### src/rtl/booth_pkg.sv
// rtl/booth_pkg.sv - shared types and constants for the Booth operand sequencer
package booth_pkg;

  localparam int OP_W             = 8;
  localparam int PROD_W           = 16;
  localparam int WDOG_MAX_DEFAULT = 15;

  typedef enum logic [2:0] {
    DRAIN,
    IDLE,
    LAUNCH,
    WAIT_BUSY,
    WAIT_DONE
  } state_t;

endpackage

### src/rtl/booth_op_fifo.sv
// rtl/booth_op_fifo.sv - count-based synchronous FIFO holding {m, r, tag} operand entries
module booth_op_fifo #(
  parameter int WIDTH = 20,
  parameter int DEPTH = 2
) (
  input  logic             clk,
  input  logic             rst_n,
  input  logic             push,
  input  logic [WIDTH-1:0] push_data,
  input  logic             pop,
  output logic [WIDTH-1:0] head_data,
  output logic             full,
  output logic             empty
);

  localparam int AW = (DEPTH > 1) ? $clog2(DEPTH) : 1;
  localparam logic [AW:0] FULL_CNT = (AW+1)'(DEPTH);

  logic [WIDTH-1:0] mem [DEPTH];
  logic [AW-1:0]    wr_ptr;
  logic [AW-1:0]    rd_ptr;
  logic [AW:0]      count;
  logic             do_push;
  logic             do_pop;

  // Flags come from the registered count only, so a push into a full FIFO is refused even on a pop cycle
  assign full      = (count == FULL_CNT);
  assign empty     = (count == '0);
  assign do_push   = push && !full;
  assign do_pop    = pop && !empty;
  assign head_data = mem[rd_ptr];

  always_ff @(posedge clk) begin
    if (do_push) mem[wr_ptr] <= push_data;
  end

  always_ff @(posedge clk) begin
    if (!rst_n) begin
      wr_ptr <= '0;
      rd_ptr <= '0;
      count  <= '0;
    end else begin
      if (do_push) wr_ptr <= wr_ptr + AW'(1);
      if (do_pop)  rd_ptr <= rd_ptr + AW'(1);
      case ({do_push, do_pop})
        2'b10:   count <= count + (AW+1)'(1);
        2'b01:   count <= count - (AW+1)'(1);
        default: count <= count;
      endcase
    end
  end

endmodule

### src/rtl/booth_seq.sv
// rtl/booth_seq.sv - operand sequencer and tagged result collector around the 8-bit Booth core
module booth_seq
  import booth_pkg::*;
#(
  parameter int FIFO_DEPTH = 2,
  parameter int TAG_W      = 4,
  parameter int WDOG_MAX   = WDOG_MAX_DEFAULT
) (
  input  logic              clk,
  input  logic              rst_n,
  input  logic              in_valid,
  output logic              in_ready,
  input  logic [OP_W-1:0]   in_m,
  input  logic [OP_W-1:0]   in_r,
  input  logic [TAG_W-1:0]  in_tag,
  output logic              out_valid,
  input  logic              out_ready,
  output logic [PROD_W-1:0] out_product,
  output logic [TAG_W-1:0]  out_tag,
  output logic [OP_W-1:0]   mul_m,
  output logic [OP_W-1:0]   mul_r,
  output logic              mul_start,
  input  logic              mul_busy,
  input  logic [PROD_W-1:0] mul_product,
  output logic              err
);

  localparam int ENT_W = 2*OP_W + TAG_W;
  localparam int WW    = $clog2(WDOG_MAX + 1);
  localparam logic [WW-1:0] WDOG_LIM = WW'(WDOG_MAX);

  state_t            state;
  state_t            state_nx;
  logic [ENT_W-1:0]  head;
  logic              fifo_full;
  logic              fifo_empty;
  logic              fifo_pop;
  logic              push;
  logic [TAG_W-1:0]  cur_tag;
  logic [WW-1:0]     wdog_cnt;
  logic              wdog_tick;
  logic              wdog_trip;
  logic              capture;
  logic              out_free;

  assign in_ready  = !fifo_full && (state != DRAIN);
  assign push      = in_valid && in_ready;
  assign out_free  = !out_valid || out_ready;
  assign mul_start = (state == LAUNCH);

  booth_op_fifo #(
    .WIDTH (ENT_W),
    .DEPTH (FIFO_DEPTH)
  ) u_fifo (
    .clk       (clk),
    .rst_n     (rst_n),
    .push      (push),
    .push_data ({in_m, in_r, in_tag}),
    .pop       (fifo_pop),
    .head_data (head),
    .full      (fifo_full),
    .empty     (fifo_empty)
  );

  always_comb begin
    state_nx  = state;
    fifo_pop  = 1'b0;
    capture   = 1'b0;
    wdog_tick = 1'b0;
    wdog_trip = 1'b0;
    case (state)
      DRAIN:     if (!mul_busy) state_nx = IDLE;
      IDLE: begin
        if (!fifo_empty && !mul_busy) begin
          fifo_pop = 1'b1;
          state_nx = LAUNCH;
        end
      end
      LAUNCH:    state_nx = WAIT_BUSY;
      WAIT_BUSY: begin
        wdog_tick = 1'b1;
        if (mul_busy) state_nx = WAIT_DONE;
      end
      WAIT_DONE: begin
        // Once busy has fallen the core holds product, so a stall on the output register is not timed
        if (mul_busy) begin
          wdog_tick = 1'b1;
        end else if (out_free) begin
          capture  = 1'b1;
          state_nx = IDLE;
        end
      end
      default:   state_nx = DRAIN;
    endcase
    if (wdog_tick && (wdog_cnt == WDOG_LIM)) begin
      wdog_trip = 1'b1;
      state_nx  = DRAIN;
    end
  end

  always_ff @(posedge clk) begin
    if (!rst_n) begin
      state       <= DRAIN;
      mul_m       <= '0;
      mul_r       <= '0;
      cur_tag     <= '0;
      wdog_cnt    <= '0;
      err         <= 1'b0;
      out_valid   <= 1'b0;
      out_product <= '0;
      out_tag     <= '0;
    end else begin
      state <= state_nx;
      if (fifo_pop) {mul_m, mul_r, cur_tag} <= head;
      if (state == LAUNCH) begin
        wdog_cnt <= '0;
      end else if (wdog_tick && !wdog_trip) begin
        wdog_cnt <= wdog_cnt + WW'(1);
      end
      if (wdog_trip) err <= 1'b1;
      if (capture) begin
        out_valid   <= 1'b1;
        out_product <= mul_product;
        out_tag     <= cur_tag;
      end else if (out_valid && out_ready) begin
        out_valid   <= 1'b0;
      end
    end
  end

endmodule

### config.mk
export PLATFORM = sky130hd
export DESIGN_NAME = booth_seq
export DESIGN_NICKNAME = d
export VERILOG_FILES = /design/src/rtl/booth_pkg.sv /design/src/rtl/booth_op_fifo.sv /design/src/rtl/booth_seq.sv
export SDC_FILE = /design/constraint.sdc
export NUM_CORES = 1
export LEC_CHECK = 0
export BUFFER_PORTS_ARGS = -buffer_cell sky130_fd_sc_hd__buf_2
export CORE_UTILIZATION = 48
export CTS_CLUSTER_SIZE = 14
export DETAILED_ROUTE_END_ITERATION = 10
export HOLD_SLACK_MARGIN = 0.08
export PLACE_DENSITY = 0.75
export SYNTH_ARGS = -nofsm -noshare
export SYNTH_HDL_FRONTEND = slang
export SYNTH_SLANG_ARGS = --single-unit
export TNS_END_PERCENT = 20
### constraint.sdc
create_clock -name clk -period 2.13 [get_ports clk]
set_clock_uncertainty 0.1 [all_clocks]
set_input_delay 0.213 -clock clk [delete_from_list [all_inputs] [get_ports clk]]
set_output_delay 0.213 -clock clk [all_outputs]
set_load 0.01 [all_outputs]
; ---- Word level (Yosys, flattened, before mapping)
; Memory sizes are Yosys's and may differ from the RTL's. A register that Yosys moved wholly into a read port is not among the register bits.
; Index checks and enable logic that the tools add are counted.
[word_totals]
reg_bits = 33
mem_bits_rw = 40
output_inout_bits = 40
elab_cells = 71
memories = 1
[mem_list]
columns = name, words, width, rd, rd_clocked_by_memory_dff, wr, line
row1 = u_fifo.mem, 2, 20, 1, 1, 1, booth_op_fifo.sv:19  ; logic [WIDTH-1:0] mem [DEPTH];
[op_classes]
addsub = 5
eq_ne = 13
muxes = 19
bitwise_logic = 1
reduce_logical = 23
[op_table]
columns = op, count
row1 = $mux 3, 5
row2 = $pmux 3 s5, 1
row3 = $mux 1, 11
row4 = $ne 2x2->1 const B, 5
row5 = $logic_and 1x1->1, 8
row6 = $eq 3x2->1 const B, 2
row7 = $logic_not 1->1, 6
row8 = $reduce_and 5->1, 1
row9 = $add 4x1->4 const B, 1
row10 = $eq 2x2->1 const B, 2
row11 = $eq 4x4->1 const B, 1
row12 = $pmux 2 s2, 1
row13 = $reduce_bool 2->1, 2
row14 = $reduce_or 2->1, 2
row15 = $eq 3x1->1 const B, 1
row16 = $eq 3x3->1 const B, 1
row17 = $logic_not 3->1, 1
row18 = $reduce_bool 3->1, 1
row19 = $add 1x1->1 const B, 2
row20 = $add 2x1->2 const B, 1
row21 = $eq 2x1->1 const B, 1
row22 = $logic_not 2->1, 1
row23 = $pmux 1 s2, 1
row24 = $sub 2x1->2 const B, 1
row25 = other kinds (2), 2

; ---- Logic depth before layout (Yosys ltp)
[logic_depth]
word_depth = 8
mapped_depth = 8
ltp_nobuf = 6

; ---- By module
; From an unflattened synthesis, not the netlist that was laid out.
[hier_totals]
hier_cells = 294
hier_area_um2 = 3668.5
[by_module_without_submodules]
columns = module, n_inst, cells_per_inst, area_per_inst_um2, seq_area_each_um2
row1 = booth_seq, 1, 206, 1995.7, 980.9
row2 = booth_op_fifo, 1, 88, 1672.9, 1301.2

; ---- Worst setup path before layout
; Ideal clock, no wire load.
[synth_path]
path_type = register to register
start = register state[1]
end = memory u_fifo.mem[0][0], enable pin
setup_time_ns = 0.398
arrival_time_ns = 1.714
slack_ns = -0.082
path_stages_with_launch = 5
n_path_buf = 1
path_cell_list = dfxtp_1 > buf_2 > nor3_1 > a211o_1 > nor2_1
[synth_via]
elab_chain_cells = 6
[synth_lines]
columns = item, line
row1 = "start, declared", booth_seq.sv:32  ; state_t state;
row2 = "start signal, assigned", booth_seq.sv:113  ; state <= state_nx;
row3 = $reduce_bool 3->1, booth_seq.sv:46  ; assign in_ready = !fifo_full && (state != DRAIN);
row4 = $logic_and 1x1->1, booth_seq.sv:46
row5 = $logic_and 1x1->1, booth_seq.sv:47  ; assign push = in_valid && in_ready;
row6 = $logic_and 1x1->1, booth_op_fifo.sv:29  ; assign do_push = push && !full;
row7 = $mux 1, booth_op_fifo.sv:34  ; if (do_push) mem[wr_ptr] <= push_data;
row8 = $mux 1 (not written as such), booth_op_fifo.sv:34
row9 = "end, declared", booth_op_fifo.sv:19
; No other way between the ends.

; ---- Worst setup path in the final report
[layout_path]
start = register state[0]
end = register u_fifo.count[1]
[layout_via]
elab_chain_cells = 6
[layout_lines]
columns = item, line
row1 = $reduce_bool 3->1, booth_seq.sv:46
row2 = $logic_and 1x1->1, booth_seq.sv:46
row3 = $logic_and 1x1->1, booth_seq.sv:47
row4 = $logic_and 1x1->1, booth_op_fifo.sv:29
row5 = $eq 2x1->1 or $eq 2x2->1 (tied branches), booth_op_fifo.sv:45  ; case ({do_push, do_pop})
row6 = $pmux 2 s2 or $reduce_bool 2->1 (tied branches), --
row7 = "end signal, assigned", booth_op_fifo.sv:46  ; 2'b10: count <= count + (AW+1)'(1);
row8 = "end signal, assigned", booth_op_fifo.sv:47  ; 2'b01: count <= count - (AW+1)'(1);
row9 = "end signal, assigned", booth_op_fifo.sv:48  ; default: count <= count;
row10 = "end, declared", booth_op_fifo.sv:22  ; logic [AW:0] count;
; Several ways; a longest one is shown, not always the timed one.
; A chain may end at the register's enable or synchronous reset.

==> flow_results.org <==
** Logic synthesis
- The mapped netlist covers 3585 µm².
- Synth Area per Inst :: 13.18 µm²
- Number of warnings reported in the yosys synthesis log :: 0
- The synthesized design contains 93 register bits.
- In the synthesized netlist, the number of instances is 272.
- For this run, the register share of the synthesized area comes to 0.6311.
- The number of nets in the synthesized netlist is 315.
- Counting flops with a built-in enable in the synthesized netlist gives 40.
- Count of unique library cells instantiated by Yosys :: 38
- Most common flop cell mapped by yosys :: dfxtp_1
- FFs w/ async S/R, synth :: 0

** Global route
- First-pass GRT wire length :: 10100 µm
- Total routing resource utilization after global routing :: 0.1740
- Residual overflow from global routing :: 0
- The initial antenna violation count was 0.
- Maximum number of pins on one net before global-route repair :: 42
- The number of global-route vias before repair came to 2290.

** Worst setup path
- Of all nets on the critical path, the largest fanout is 9.
- The worst setup path is captured at a flop.
- Critical path launch point type :: flop
- For the worst setup path, the data required time is 2.31 ns.
- The worst setup path is of the reg2reg kind.
- Data on the critical path arrives at its endpoint at 2.11 ns.

** Place
- Port Buf Inserts :: 80
- Placer congestion estimate :: 0.7307
- Summing all placed instances gives a cell area of 4066 µm².
- The wire-length estimate of the detail-placed layout is 3976 µm.

** Drt
- Router iterations before antenna repair :: 4
- Via density per instance :: 4.877
- Remaining antenna violation count :: 0
- After detailed routing, the number of remaining DRC violations is 0.
- The detailed router finished its first iteration with 78 violations.
- DRT Wirelength :: 6575 µm
- Summing over every cut layer, the via total after detailed routing is 2409.
- In the final routed layout, each cell accounts on average for 13.31 µm.

** Clock tree
- Clk_lat worst skew :: 0.35 ns
- Total setup buffers inserted after CTS :: 0
- TritonCTS built the clock tree.
- The number of hold buffers added after CTS was 37.
- Clock-pin slew was measured on the worst setup and hold paths at 0.09 ns.
- Counting every sink on the clock net gives 93.
- Maximum root-to-sink buffer count :: 2
- CTS built an H-tree with a depth of 3.
- Clock root buffer master :: clkbuf_8
- Gates resized during post-CTS repair numbered 0.
- CTS Buf Count :: 9

** STA
- Max_slew headroom :: 0.7305
- Fin Hold WS :: 0.1206 ns
- Static timing analysis puts the maximum clock frequency at 516.8 MHz.
- Setup TNS :: 0 ns
- Final period util :: 0.9084
- For the pin with the worst max-slew slack, the measured transition is 0.4042 ns.
- Final Hold Fails :: 0
- The smallest clock period supported by the final layout is computed as 1.935 ns.
- # setup viols final :: 0
- Setup repair after global routing left no endpoint under its margin.
- Final Max Slew Viols :: 0

** Die
- Die height :: 88.42 µm
- After floorplanning, the core was divided into 31 placement rows.
- The die covers 7818 µm².
- Initial core utilization :: 0.4942
- After floorplanning, the core was sized to cover 7253 µm².
- Count of boundary I/O pins :: 81
- Width of the chip :: 88.42 µm

** Outcome
- Result of the run :: completed

** Min path
- In this run the worst hold path is classified as in2reg.

** Run
- Max Cap Violations :: 0

** Final layout
- P&R area growth vs syn :: 29.98%
- Of the cells placed in the final design, the portion with a size suffix greater than 1 is 0.2785.
- The number of antenna diodes in the final layout is 0.
- With fillers left out, the area of the finished cells amounts to 4659 µm².
- Net total in the final layout :: 433

** Power and ir drop
- Pwr Density :: 759.9 nW/µm²
- The analysis attributes to cell leakage a power of 0.002038 µW.
- The worst-case IR drop observed on VDD is 0.5001 mV.
- Pwr Total :: 3541 µW
-- flip-flops by register name (all words and copies together) (netlist names), 2 cells and up --
register	cells
u_fifo.mem	40
state	3
mul_m	8
u_fifo.count	2
cur_tag	4
wdog_cnt	4
out_product	16
mul_r	8
out_tag	4
-- synthesized netlist by cell type, types with 3 or more instances --
| cell type | count | area share |
|---|---|---|
| nor2_1 | 8 | 0.0084 |
| a21oi_1 | 5 | 0.0070 |
| nor2b_1 | 21 | 0.037 |
| nand2_1 | 21 | 0.022 |
| or3_1 | 3 | 0.0052 |
| edfxtp_1 | 40 | 0.34 |
| mux2i_1 | 42 | 0.12 |
| o21ai_0 | 4 | 0.0056 |
| buf_2 | 5 | 0.0070 |
| buf_4 | 4 | 0.0084 |
| o21a_1 | 3 | 0.0063 |
| dfxtp_1 | 53 | 0.30 |
| clkbuf_1 | 6 | 0.0063 |
| inv_1 | 4 | 0.0042 |
| and2_1 | 3 | 0.0052 |
| o211a_1 | 20 | 0.056 |
| nand3_1 | 3 | 0.0042 |
-- critical path: stages (launching register included) --
cell and delay [ns]:
dfxtp_1 0.48, and2b_1 0.21, nor4b_4 0.23, ha_1 0.30
or3_1 0.38, a21boi_0 0.16
-- final cells by class --
cell class,instances,area [µm²]
tap,99,123.9
timing repair buffer,125,830.8
clock inverter,7,98.84
fill,556,2594
clock buffer,9,123.9
multi-input combinational,157,1205
sequential,93,2262
inverter,4,15.01
-- path summary, 6_finish.rpt --
check | start | end | slack, ns | cells after the start
setup / recovery | state[0] | u_fifo.count[1] | 0.20 | 5
hold / removal | out_ready | out_valid | 0.12 | 3
setup reg to reg | state[0] | u_fifo.count[1] | 0.20 | 5
hold reg to reg | err | err | 0.37 | 1
-- stage by stage --
step,worst slack (ns),std cells,utilization
after floorplan,0.07618,272,-
after global placement,0.2999,441,0.5606
after detailed placement,0.2142,441,0.5606
after CTS,0.1829,494,0.6424
after global routing,0.06923,494,0.6424
final,0.1951,494,0.6424
-- placed cells by master, fill, tap and decap left out, types with 5 or more instances in the layout --
| cell | count |
|---|---|
| dfxtp_1 | 53 |
| nor2b_1 | 21 |
| o211a_1 | 20 |
| nor2_1 | 7 |
| buf_4 | 8 |
| edfxtp_1 | 40 |
| a21oi_1 | 5 |
| clkbuf_8 | 9 |
| nand2_1 | 21 |
| buf_2 | 80 |
| dlygate4sd3_1 | 37 |
| mux2i_1 | 42 |
-- kinds of logic after synthesis --
kind of cell    count (synthesis)  share of synthesized area
compound gates                 39                    0.09180
xor+xnor                        4                   0.009775
fa+ha+maj                       2                   0.006980
buf+inv                        22                    0.03350
flops                          93                     0.6311
mux                            42                     0.1173
simple gates                   70                     0.1096
-- metal layers --
| metal | vias to the layer above | GRT usage | wire length [µm] |
|---|---|---|---|
| met3 | 12 | 0.03545 | 252 |
| met1 | 1123 | 0.2013 | 2982 |
| li1 | 1215 | - | - |
| met4 | 0 | 0.08798 | 127 |
| met2 | 59 | 0.3063 | 3212 |
| met5 | - | 0 | 0 |
-- power breakdown --
part	total [µW]	leakage (µW)	switching (µW)	internal (µW)
sequential	1950	0.000792	28.1	1920
clock	1300	0.000115	630	669
combinational	293	0.00113	139	154
total	3540	0.00204	797	2740
Note: power is estimated with default switching activity, not from simulation.
